**config.mk**
```make
export PLATFORM = sky130hd
export DESIGN_NAME = ram16_drain
export DESIGN_NICKNAME = d
export VERILOG_FILES = /design/src/rtl/ram16_pkg.sv /design/src/rtl/ram16_drain_sum.sv /design/src/rtl/ram16_drain.sv
export SDC_FILE = /design/constraint.sdc
export NUM_CORES = 1
export LEC_CHECK = 0
export ABC_AREA = 1
export BUFFER_PORTS_ARGS = -buffer_cell sky130_fd_sc_hd__clkbuf_2
export CAP_MARGIN = 10
export CORE_MARGIN = 2
export CORE_UTILIZATION = 40
export DETAILED_ROUTE_END_ITERATION = 12
export PLACE_DENSITY_LB_ADDON = 0.12
export SLEW_MARGIN = 20
export SYNTH_ARGS = -nofsm -noshare
export SYNTH_HDL_FRONTEND = slang
export SYNTH_SLANG_ARGS = --single-unit
```
**constraint.sdc**
```tcl
create_clock -name clk -period 1.2 [get_ports clk]
set_input_delay 0.3 -clock clk [delete_from_list [all_inputs] [get_ports clk]]
set_output_delay 0.3 -clock clk [all_outputs]
set_load 0.01 [all_outputs]
```
**src/rtl/ram16_pkg.sv**
```systemverilog
// Shared definitions for the RAM16 frame drain: data width and drain FSM state encoding.
package ram16_pkg;

    localparam int DATA_WIDTH = 16;

    typedef enum logic [1:0] {
        IDLE    = 2'd0,
        ISSUE   = 2'd1,
        CAPTURE = 2'd2,
        PRESENT = 2'd3
    } drain_state_e;

endpackage

```
**src/rtl/ram16_drain_sum.sv**
```systemverilog
// Frame checksum accumulator: running 16-bit sum, cleared at frame start.
// Only instantiated when RAM16_DRAIN_CHECKSUM_EN is defined.
module ram16_drain_sum
    import ram16_pkg::*;
(
    input  logic                  clk,
    input  logic                  rst,
    input  logic                  clr_i,
    input  logic                  en_i,
    input  logic [DATA_WIDTH-1:0] data_i,
    output logic [DATA_WIDTH-1:0] sum_o
);

    logic [DATA_WIDTH-1:0] sum_q;
    logic [DATA_WIDTH-1:0] sum_d;

    always_comb begin
        sum_d = sum_q;
        if (clr_i) begin
            sum_d = '0;
        end else if (en_i) begin
            sum_d = sum_q + data_i;
        end
    end

    always_ff @(posedge clk) begin
        if (!rst) begin
            sum_q <= '0;
        end else begin
            sum_q <= sum_d;
        end
    end

    assign sum_o = sum_q;

endmodule

```
**src/rtl/ram16_drain.sv**
```systemverilog
// Drains a full RAM16 buffer onto a valid/ready stream, one word per ISSUE/CAPTURE/PRESENT pass.
// Define RAM16_DRAIN_CHECKSUM_EN to append a 16-bit sum word as the last word of each frame.
//
// state   | meaning
// IDLE    | waiting for full_i
// ISSUE   | ram_read_o high for one cycle at the current address
// CAPTURE | RAM data valid, registered into m_data_o
// PRESENT | m_valid_o held until the consumer accepts the word
module ram16_drain
    import ram16_pkg::*;
#(
    parameter int ADDR_WIDTH = 3
) (
    input  logic                  clk,
    input  logic                  rst,
    input  logic                  full_i,
    output logic                  ram_read_o,
    output logic [ADDR_WIDTH-1:0] ram_addr_o,
    input  logic [DATA_WIDTH-1:0] ram_do_i,
    output logic [DATA_WIDTH-1:0] m_data_o,
    output logic                  m_valid_o,
    input  logic                  m_ready_i,
    output logic                  m_last_o,
    output logic                  busy_o,
    output logic                  overrun_o
);

    localparam int DEPTH = 1 << ADDR_WIDTH;
    localparam logic [ADDR_WIDTH-1:0] LAST_ADDR = ADDR_WIDTH'(DEPTH - 1);

    drain_state_e          state_q, state_d;
    logic [ADDR_WIDTH-1:0] cnt_q, cnt_d;
    logic                  read_q, read_d;
    logic [DATA_WIDTH-1:0] data_q, data_d;
    logic                  valid_q, valid_d;
    logic                  last_q, last_d;
    logic                  busy_q, busy_d;
    logic                  ovr_q, ovr_d;
    logic                  hs;

`ifdef RAM16_DRAIN_CHECKSUM_EN
    logic                  csum_q, csum_d;
    logic [DATA_WIDTH-1:0] sum;
    logic                  sum_clr;
    logic                  sum_en;

    assign sum_clr = (state_q == IDLE) && full_i;
    assign sum_en  = (state_q == CAPTURE);

    ram16_drain_sum u_sum (
        .clk    (clk),
        .rst    (rst),
        .clr_i  (sum_clr),
        .en_i   (sum_en),
        .data_i (ram_do_i),
        .sum_o  (sum)
    );
`endif

    assign hs = valid_q && m_ready_i;

    always_comb begin
        state_d = state_q;
        cnt_d   = cnt_q;
        read_d  = 1'b0;
        data_d  = data_q;
        valid_d = valid_q;
        last_d  = last_q;
        busy_d  = busy_q;
        ovr_d   = ovr_q;
`ifdef RAM16_DRAIN_CHECKSUM_EN
        csum_d  = csum_q;
`endif

        case (state_q)
            IDLE: begin
                if (full_i) begin
                    state_d = ISSUE;
                    cnt_d   = '0;
                    read_d  = 1'b1;
                    busy_d  = 1'b1;
                end
            end
            ISSUE: begin
                state_d = CAPTURE;
            end
            CAPTURE: begin
                state_d = PRESENT;
                data_d  = ram_do_i;
                valid_d = 1'b1;
`ifdef RAM16_DRAIN_CHECKSUM_EN
                last_d  = 1'b0;
`else
                last_d  = (cnt_q == LAST_ADDR);
`endif
            end
            PRESENT: begin
                if (hs) begin
                    valid_d = 1'b0;
                    last_d  = 1'b0;
`ifdef RAM16_DRAIN_CHECKSUM_EN
                    if (csum_q) begin
                        state_d = IDLE;
                        busy_d  = 1'b0;
                        csum_d  = 1'b0;
                    end else if (cnt_q == LAST_ADDR) begin
                        // sum already includes the last data word, present it straight away
                        csum_d  = 1'b1;
                        data_d  = sum;
                        valid_d = 1'b1;
                        last_d  = 1'b1;
                    end else begin
                        state_d = ISSUE;
                        cnt_d   = cnt_q + ADDR_WIDTH'(1);
                        read_d  = 1'b1;
                    end
`else
                    if (cnt_q == LAST_ADDR) begin
                        state_d = IDLE;
                        busy_d  = 1'b0;
                    end else begin
                        state_d = ISSUE;
                        cnt_d   = cnt_q + ADDR_WIDTH'(1);
                        read_d  = 1'b1;
                    end
`endif
                end
            end
            default: begin
                state_d = IDLE;
            end
        endcase

        if (full_i && busy_q) begin
            ovr_d = 1'b1;
        end
    end

    always_ff @(posedge clk) begin
        if (!rst) begin
            state_q <= IDLE;
            cnt_q   <= '0;
            read_q  <= 1'b0;
            data_q  <= '0;
            valid_q <= 1'b0;
            last_q  <= 1'b0;
            busy_q  <= 1'b0;
            ovr_q   <= 1'b0;
`ifdef RAM16_DRAIN_CHECKSUM_EN
            csum_q  <= 1'b0;
`endif
        end else begin
            state_q <= state_d;
            cnt_q   <= cnt_d;
            read_q  <= read_d;
            data_q  <= data_d;
            valid_q <= valid_d;
            last_q  <= last_d;
            busy_q  <= busy_d;
            ovr_q   <= ovr_d;
`ifdef RAM16_DRAIN_CHECKSUM_EN
            csum_q  <= csum_d;
`endif
        end
    end

    assign ram_read_o = read_q;
    assign ram_addr_o = cnt_q;
    assign m_data_o   = data_q;
    assign m_valid_o  = valid_q;
    assign m_last_o   = last_q;
    assign busy_o     = busy_q;
    assign overrun_o  = ovr_q;

endmodule

```
After elaboration in Yosys (flattened, before gate mapping)

Cells that the tools add are included.

Add/sub/neg operators: 1
Equality and inequality tests: 8
Multiplexer cells: 19
Reductions and logical operators: 9

Operator list:

| cell                  | number |
|---|---|
| $mux W3               | 3 |
| $mux W1               | 8 |
| $ne A2 B2 Y1 const B  | 4 |
| $pmux W1 S2           | 4 |
| $pmux W2 S4           | 1 |
| $reduce_and A4 Y1     | 2 |
| $pmux W3 S2           | 1 |
| $eq A2 B2 Y1 const B  | 2 |
| $mux W2               | 2 |
| $reduce_and A2 Y1     | 2 |
| $reduce_bool A2 Y1    | 2 |
| $add A3 B1 Y3 const B | 1 |
| $eq A3 B3 Y1 const B  | 1 |
| $eq A2 B1 Y1 const B  | 1 |
| $logic_and A1 B1 Y1   | 2 |
| $logic_not A2 Y1      | 1 |

Register bits after elaboration: 26
Input bits: 20
Output and inout port bits: 24
Word-level logic and storage cells: 45

Longest topological paths before layout

Gate-level depths: netlist of the first run.

Depth after elaboration: 4
Mapped depth: 9
Gate-level depth less buffers: 9

Worst setup path after synthesis of the first run

Ideal clock, no wire load.

Path type: register to register
Start point: register cnt_q[0] (netlist: ram_addr_o[0])
End point: register cnt_q[0] (netlist: ram_addr_o[0])
Setup time: 0.110 ns
Arrival time: 1.163 ns
Data required time: 1.090 ns
Setup slack: -0.073 ns
Cell stages (with the launch flop): 9
Path buffers: 0
Period minus slack after synthesis: 1.273 ns
Cell sequence: dfxtp_1 -> ha_1 -> ha_1 -> nand2_1 -> nand2_4 -> nor2_8 -> nand2_1 -> nand2_1 -> nor2_1

Cells in the longest elaborated chain, start to end: 4
Elaborated cells between the ends (all ways): 7

RTL lines:

| item                   | line               | source |
|---|---|---|
| start, declared        | ram16_drain.sv:32  | `logic [ADDR_WIDTH-1:0] cnt_q, cnt_d;` |
| start signal, assigned | ram16_drain.sv:154 | `cnt_q <= cnt_d;` |
| $add A3 B1 Y3          | ram16_drain.sv:123 | `cnt_d = cnt_q + ADDR_WIDTH'(1);` |
| $mux W3                | ram16_drain.sv:118 | `if (cnt_q == LAST_ADDR) begin` |
| $mux W3                | ram16_drain.sv:98  | `if (hs) begin` |
| $pmux W3 S2            | ram16_drain.sv:75  | `case (state_q)` |

Several ways; a longest one is shown, not always the timed one. The select of a mux whose other input is x is not followed.
A chain may end at the register's enable or synchronous reset.

Worst setup path in the final report of the first run

Start point: register cnt_q[0] (netlist: ram_addr_o[0])
End point: register cnt_q[1] (netlist: ram_addr_o[1])

Same word-level chain as after synthesis.

==> flow_summary.ini, run 1 <==
[synthesis]
synth_edf_count = 0
synth_flop_cell = dfxtp_1
synth_cell_types = 21
synth.top_cells.by_count = nor2_1 (41), dfxtp_1 (26), nand2_1 (20)
synthTopCellsByArea = dfxtp_1 (46%), nor2_1 (13%), ha_1 (7.7%), o21ai_0 (7.4%), nand2_1 (6.6%)
syn_area_per_cell_um2 = 7.82
yosys_warnings = 0
netlist_instances = 146
yosysMostFrequentCell = nor2_1
yosys.area.top_type_share_pct = 45.6
syn-cell-area_um2 = 1140
ys_seq_area_share_pct = 45.6
syn_nets = 173
async_reset_ff_share_pct = 0
yosys.area.top_type = dfxtp_1
synth_seq_cells = 26

[global_route]
grt_usage_pct = 18.8
antenna_found_initial = 0
overflow = 0
grt_start_max_net_pins = 20
grt_pass1_vias = 1181
grt_pass1_wl_mm = 4.86

[final_layout]
drive_gt1_share_pct = 48.1
fillers = 216
area_growth_pct = 52.8
fin_area_um2 = 1750
num-nets-final = 234
layoutNonFillerInstCount = 237
antenna_cells = 0

[die]
die_y_um = 57.4
initial_core_util_pct = 41.8
die_x_um = 57.4
core_area_um2 = 2730
dieArea_um2 = 3300
io_pins = 44
rows = 19

[hold_path]
hold_class = input pin to flop

[power_and_ir_drop]
p_clk_share_pct = 11.3
p_int_mw = 2.39
power_switching_mw = 1.64
power_density_nw_per_um2 = 2310
pwr-share-comb_pct = 54.1
pwr-share-seq_pct = 34.6
swShare_pct = 40.6
irDropWorstVdd_mv = 1.41
p_leak_nw = 0.858

[timing]
final.setup.tns_ns = -0.145
fin_crit_sh_pct = 105
fin_skew_ns = 0.00855
rsz0062_at_grt = true
fmax_mhz = 793
hold_viol = 0
fin_ws_ns = -0.0604
finalSetupViolations = 4
period_needed_ns = 1.26
slew_headroom_pct = 77.2
tightest_slew_ns = 0.342
slew_violations = 0
whs_ns = 0.183

[placement]
postPlaceCellArea_um2 = 1480
dp_hpwl_mm = 2.01
placed_cells = 228
place_congestion = 0.835
io_buffers = 43

[setup_path]
crit_chain = ha_4 > ha_4 > nand2_4 > nand2_4 > nor2_8 > nand2_1 > nand2_1 > nor2_1
worstPathRequired_ns = 1.44
path_buf_inv = 0
cp_slowest_stage_delay_ns = 0.39
worst-path-max-fanout = 5
reg2reg_slack_ns = -0.06
worst_setup_path_end_kind = flop
crit_path_top_delay_cell = dfxtp_4
path_delay_family = simple AND/OR/NAND/NOR gates
critical_path_class = flop to flop
cp.arrival_ns = 1.50
worst_setup_path_start_kind = flop

[detailed_routing]
vias = 1151
drcViolationCount = 0
post_drt_wl_per_cell_um = 12.4
dr.pass1.iters = 4
postRouteAntennaNets = 0
first_iter_violations = 16
viasPerCell = 4.86
wl_mm = 2.93

[cts]
clk_latency_ns = 0.33
cts_htree_levels = 1
cts_tree = yes
numCtsBuffers = 3
clkSinkCount = 26
ctsHoldBuffers = 0
cts.clk_slew.worst_paths_ns = 0.15
cts_buffer_depth = 2
cts-root-buf = clkbuf_4

[outcome]
violations = setup timing
status = finished, violations left

[flow_run]
max-cap-violations = 0
-- kinds of logic (layout without fill, tap and decap cells) --
kind of cell / after synthesis / count (layout) / share of synthesized area (%)
buffers and inverters: 16 / 76 / 6.57
adders and majority gates: 7 / 7 / 7.67
DFF: 26 / 26 / 45.6
and+or+nand+nor: 71 / 71 / 28.0
AOI/OAI and AO/OA: 26 / 26 / 12.2
-- worst paths after layout --
check / start / to / cells after the start
min reg2reg: m_last_o / m_last_o / 2
max: ram_addr_o[0] / ram_addr_o[1] / 8
max reg2reg: ram_addr_o[0] / ram_addr_o[1] / 8
min: ram_do_i[12] / m_data_o[12] / 3
-- power by group through the flow --
stage | sequential, mW | clock, mW | combinational, mW
final | 1.39 | 0.456 | 2.18
after global placement | 1.31 | 0 | 1.67
after floorplan | 1.43 | 0 | 0.957
after CTS | 1.35 | 0.468 | 1.93
after detailed placement | 1.32 | 0 | 1.71
after global routing | 1.43 | 0.493 | 2.38
-- per-stage QoR --
stage / utilization, % / power, mW / worst slack (ns)
5_1_grt: 63.8 / 4.30 / -0.0928
3_5_place_dp: 54.1 / 3.03 / -0.106
6_report: 63.8 / 4.03 / -0.0604
3_3_place_gp: 54.1 / 2.98 / -0.0510
4_1_cts: 59.2 / 3.74 / -0.0429
2_1_floorplan: - / 2.39 / 0.00499
-- layout make-up --
type / count / area [um^2] / area share (%)
timing repair buffer: 62 / 397 / 22.7
sequential: 26 / 539 / 30.9
inverter: 10 / 45.0 / 2.58
multi-input combinational: 104 / 689 / 39.5
clock buffer: 4 / 36.3 / 2.08
tap: 31 / 38.8 / 2.22
-- flip-flops by register name, summed over array words and instances (netlist names) --
signal and flops:
ram_read_o 1, m_valid_o 1, busy_o 1, m_last_o 1, ram_addr_o 3, overrun_o 1, m_data_o 16, state_q 2
-- timing repair --
item,4_1_cts,5_1_grt
setup endpoints to repair,27,26
pin swaps,5,12
setup buffers,3,2
hold endpoints to repair,0,0
gates resized for setup,21,35
-- metal layers --
metal  global-route usage (%)  up-vias  routed length, um
met1                     20.8      541               1290
met3                     2.27        4                101
met2                     35.6       25               1510
met5                        0        -                  0
li1                         -      581                  -
met4                     7.64        0                 29
-- worst reg2reg max path: stages (launching register included) --
cell,delay (ns)
dfxtp_4,0.39
ha_4,0.18
ha_4,0.18
nand2_4,0.07
nand2_4,0.06
nor2_8,0.12
nand2_1,0.06
nand2_1,0.07
nor2_1,0.05
-- cell usage in the layout (no fill, tap or decap) --
master	instances
buf_8	1
inv_1	4
o21bai_1	1
nor2_8	1
o21ai_1	9
nand2_4	4
nor2_1	41
o21ai_4	1
clkbuf_2	41
ha_1	1
nand3_1	2
nor3_1	1
nand3_2	1
o21bai_2	1
a21oi_1	5
nand2_1	14
dfxtp_4	5
ha_4	6
nand2_2	4
inv_2	3
nand2_8	2
clkbuf_8	1
o21ai_0	8
clkbuf_4	3
buf_4	13
buf_6	7
dfxtp_1	21
a21oi_2	1
nor2_4	1
inv_4	3
No activity file was read; power rests on OpenSTA's default activity.
==> inputs of run 2 (changes only) <==
Settings changed: PLACE_DENSITY set to 0.75, PLACE_DENSITY_LB_ADDON 0.12 to unset.
==> run 2 against run 1 <==
The flow still finishes with violations (setup timing). Worst setup slack better by 0.017 ns. Clock-buffer cell count down 1. Design area down 1.7%. Largest power group unchanged. Die area unchanged. Sequential share of layout area up 0.18 points. Sequential cell count unchanged. Sequential power about the same. Core utilization down 1.1 points. Largest cell class unchanged.
==> flow_summary.ini, run 2 (same netlist as run 1, synthesis figures left out) <==
[timing]
hold_viol = 0
fin_ws_ns = -0.0431
fmax_mhz = 804
tightest_slew_ns = 0.265
final.setup.tns_ns = -0.168
period_needed_ns = 1.24
fin_skew_ns = 0.00228
slew_headroom_pct = 82.4
slew_violations = 0
finalSetupViolations = 8
rsz0062_at_grt = true
fin_crit_sh_pct = 104

[final_layout]
largest_reg_flops = 16
drive_gt1_share_pct = 46.6
num-nets-final = 232
area_growth_pct = 50.2
fin_area_um2 = 1720
layoutNonFillerInstCount = 235
antenna_cells = 0
final_core_util_pct = 62.7
most-common-layout-cells = nor2_1 (41), clkbuf_2 (41), dfxtp_1 (20)

[die]
initial_core_util_pct = 41.8
rows = 19
die_x_um = 57.4
core_area_um2 = 2730
io_pins = 44
die_y_um = 57.4
dieArea_um2 = 3300

[setup_path]
worst-path-max-fanout = 9
cp_slowest_stage_delay_ns = 0.40
path_buf_inv = 2
worst_setup_path_start_kind = flop
crit_path_top_delay_cell = dfxtp_4
crit_chain = inv_2 > ha_2 > buf_4 > o21ai_0 > nor2_1
path_delay_family = flip-flops
cp.arrival_ns = 1.48
worst_setup_path_end_kind = flop
worstPathRequired_ns = 1.44
critical_path_class = flop to flop

[global_route]
overflow = 0
grt_start_max_net_pins = 17
grt_pass1_vias = 1085
grt_usage_pct = 17.9
antenna_found_initial = 0
grt_pass1_wl_mm = 4.64

[cts]
clk_latency_ns = 0.33
cts_buffer_depth = 2
cts.clk_slew.worst_paths_ns = 0.14
ctsHoldBuffers = 0
cts_htree_levels = 1
cts-root-buf = clkbuf_4
numCtsBuffers = 3
cts_tree = yes
clkSinkCount = 26

[detailed_routing]
top_layer = met4
wl_met3_um = 115
wl_met2_mm = 1.43
post_drt_wl_per_cell_um = 12.1
first_iter_violations = 10
vias = 1115
dr.pass1.iters = 2
drcViolationCount = 0
postRouteAntennaNets = 0
viasPerCell = 4.74
wl_mm = 2.83
wl_met1_mm = 1.22

[power_and_ir_drop]
irDropWorstVdd_mv = 1.32
p_leak_nw = 0.848
power_density_nw_per_um2 = 2320

[placement]
postPlaceCellArea_um2 = 1480
dp_hpwl_mm = 1.88
place_congestion = 0.766
place_ws_ns = -0.114
placed_cells = 227
io_buffers = 43

[flow_run]
max-cap-violations = 0

[outcome]
violations = setup timing
status = finished, violations left

[hold_path]
hold_class = input pin to flop
run 2: cell types whose count changed in the layout (fill, tap and decap cells not counted), sizes merged:
cell,previous run,this run
buf,21,19
bufinv,0,1
clkbuf,45,44
run 2: metrics by stage:
step | hold WS (ns) | power (mW)
5_1_grt | 0.172 | 4.27
2_1_floorplan | 0.435 | 2.39
4_1_cts | 0.166 | 3.77
3_5_place_dp | 0.459 | 2.97
6_report | 0.178 | 3.99
3_3_place_gp | 0.453 | 2.95
run 2: per-layer routing:
| layer | up-vias | global-route usage [%] |
|---|---|---|
| met4 | 0 | 7.97 |
| met5 | - | 0 |
| met1 | 508 | 21.8 |
| li1 | 578 | - |
| met2 | 24 | 30.8 |
| met3 | 5 | 2.72 |
run 2: what timing repair did:
action	in CTS	in global routing
gates resized for setup	16	31
pin swaps	7	8
buffers inserted	4	1
setup endpoints to repair	28	25
run 2: report_power, final:
| part | switching, mW | total, mW | internal [mW] |
|---|---|---|---|
| clock network | 0.272 | 0.610 | 0.338 |
| registers | 0.194 | 1.37 | 1.17 |
| logic | 1.11 | 2.01 | 0.905 |
| total | 1.57 | 3.99 | 2.41 |
run 2: worst paths after layout:
check,to,depth (start not counted),slack [ns],startpoint
hold reg to reg,m_last_o,2,0.47,m_last_o
setup / recovery,m_data_o[3],5,-0.04,state_q[0]
setup reg to reg,m_data_o[3],5,-0.04,state_q[0]
hold / removal,m_data_o[6],3,0.18,ram_do_i[6]
run 2: worst min-delay path, cell delays in order:
cell	delay (ns)
clkbuf_2	0.07
nor2_1	0.03
nor2_1	0.08
run 2: final cells by class:
type	instances	area [um^2]
clock inverters	1	30.0
flip-flops and latches	26	533
inverters	10	42.5
clock buffers	3	22.5
repair buffers	60	387
well taps	31	38.8
fillers	228	1020
multi-input cells	104	662
==> inputs of run 3 (changes only) <==
Settings changed: REMOVE_ABC_BUFFERS set to 1.
==> run 3 against run 2 <==
The run still ends with setup timing left. Clock-buffer cell count unchanged. Sequential share of layout area grew 0.77 points. Die area stayed put. Final cell count down 1.3%. Sequential cell count stayed put. Clock power is essentially flat. Register-to-register slack better by 0.02 ns. Critical path depth is 3 lower. Largest power group unchanged. Highest routed layer unchanged.
==> flow_summary.ini, run 3 (same netlist as run 1, synthesis figures left out) <==
[outcome]
status = finished, violations left
violations = setup timing

[cts]
numCtsBuffers = 3
cts_htree_levels = 1
cts_tree = yes
cts_buffer_depth = 2
cts.clk_slew.worst_paths_ns = 0.15
ctsHoldBuffers = 0
clk_latency_ns = 0.32
cts-root-buf = clkbuf_4
clkSinkCount = 26

[setup_path]
crit_path_top_delay_cell = dfxtp_2
worstPathRequired_ns = 0.90
startpoint = ram_addr_o[0]
cp_num_cells = 2
critical_path_class = flop to primary output
rr_worst_depth = 8
worst-path-max-fanout = 3
worst_setup_path_start_kind = flop
path_buf_inv = 2
path_delay_family = flip-flops
worstReg2RegEnd = busy_o
regToRegStartpoint = state_q[1]
cp.arrival_ns = 0.95
worst_setup_path_end_kind = primary output
cp_slowest_stage_delay_ns = 0.36
crit_chain = buf_4 > buf_6
reg2reg_slack_ns = -0.02
endpoint = ram_addr_o[0]

[placement]
place_congestion = 0.852
dp_hpwl_mm = 1.80
io_buffers = 43
postPlaceCellArea_um2 = 1460

[final_layout]
most-common-layout-cells = clkbuf_2 (41), nor2_1 (39), dfxtp_1 (20)
fin_area_um2 = 1680
largest_reg_flops = 16
layout_commonest_cell = clkbuf_2
drive_gt1_share_pct = 48.8
num-nets-final = 229
antenna_cells = 0
area_growth_pct = 47.2

[timing]
fin_crit_sh_pct = 104
tightest_slew_ns = 0.238
fin_ws_ns = -0.0496
period_needed_ns = 1.25
final.setup.tns_ns = -0.124
slew_violations = 0
fin_skew_ns = 0.00493
finalSetupViolations = 6
fmax_mhz = 800
hold_viol = 0
slew_headroom_pct = 84.1
rsz0062_at_grt = true

[power_and_ir_drop]
power_density_nw_per_um2 = 2340
irDropWorstVdd_mv = 1.46
p_leak_nw = 0.810

[die]
dieArea_um2 = 3300
initial_core_util_pct = 41.8
core_area_um2 = 2730
rows = 19
io_pins = 44
die_y_um = 57.4
die_x_um = 57.4

[global_route]
grt_pass1_vias = 1024
antenna_found_initial = 0
grt_start_max_net_pins = 17
grt_pass1_wl_mm = 4.31
grt_usage_pct = 16.0
overflow = 0

[hold_path]
hold_class = input pin to flop

[detailed_routing]
postRouteAntennaNets = 0
vias = 1077
dr.pass1.iters = 4
wl_mm = 2.57
post_drt_wl_per_cell_um = 11.1
drcViolationCount = 0
viasPerCell = 4.64
first_iter_violations = 10

[flow_run]
max-cap-violations = 0
## run 3: cell types whose count changed in the layout (fill, tap and decap cells not counted), sizes merged
cell	delta
buf	-3
## run 3: routing by layer
metal	vias to the layer above	GRT usage (%)	routed length, um
li1	570	-	-
met1	472	19.4	1150
met2	33	28.7	1240
met3	2	4.76	167
met4	0	1.99	12
met5	-	0	0
## run 3: worst min path at each step
stage                             from       endpoint  slack [ns]  cells past startpoint
after floorplan                    rst  ram_addr_o[1]        0.42                      2
after global placement        m_last_o       m_last_o        0.45                      2
after detailed placement      m_last_o       m_last_o        0.45                      2
after CTS                 ram_do_i[14]   m_data_o[14]        0.18                      3
after global routing       ram_do_i[2]    m_data_o[2]        0.18                      3
final                      ram_do_i[8]    m_data_o[8]        0.19                      3
## run 3: power by group
part | switching, mW | internal [mW] | leakage (nW)
Clock | 0.270 | 0.338 | 0.0279
Combinational | 1.07 | 0.897 | 0.566
Sequential | 0.193 | 1.18 | 0.216
Total | 1.53 | 2.41 | 0.810
## run 3: repair_timing
item                                    CTS  global route
gates resized for setup                  25            23
endpoints found under the setup margin   28            24
buffers inserted                          0             1
pin swaps                                 2             7
cloned                                    0             0
## run 3: cell type report
class | instances | area [um^2]
Tap cell | 31 | 38.8
Fill cell | 224 | 1050
Inverter | 10 | 45.0
Clock inverter | 1 | 30.0
Multi-Input combinational cell | 104 | 664
Timing Repair Buffer | 57 | 345
Sequential cell | 26 | 536
Clock buffer | 3 | 22.5
## run 3: stage by stage
stage	setup slack [ns]	std cells	hold slack, ns	util (%)	total power [mW]
after floorplan	-0.0714	140	0.420	-	2.32
after global placement	-0.0654	227	0.451	53.4	2.93
after detailed placement	-0.132	227	0.451	53.4	2.94
after CTS	-0.0307	231	0.184	58.5	3.77
after global routing	-0.0884	232	0.177	61.5	4.25
final	-0.0496	232	0.186	61.5	3.94
## run 3: tightest hold or removal path, stage by stage
cell and delay, ns:
clkbuf_2 0.07, nor2_1 0.03, nor2_1 0.08
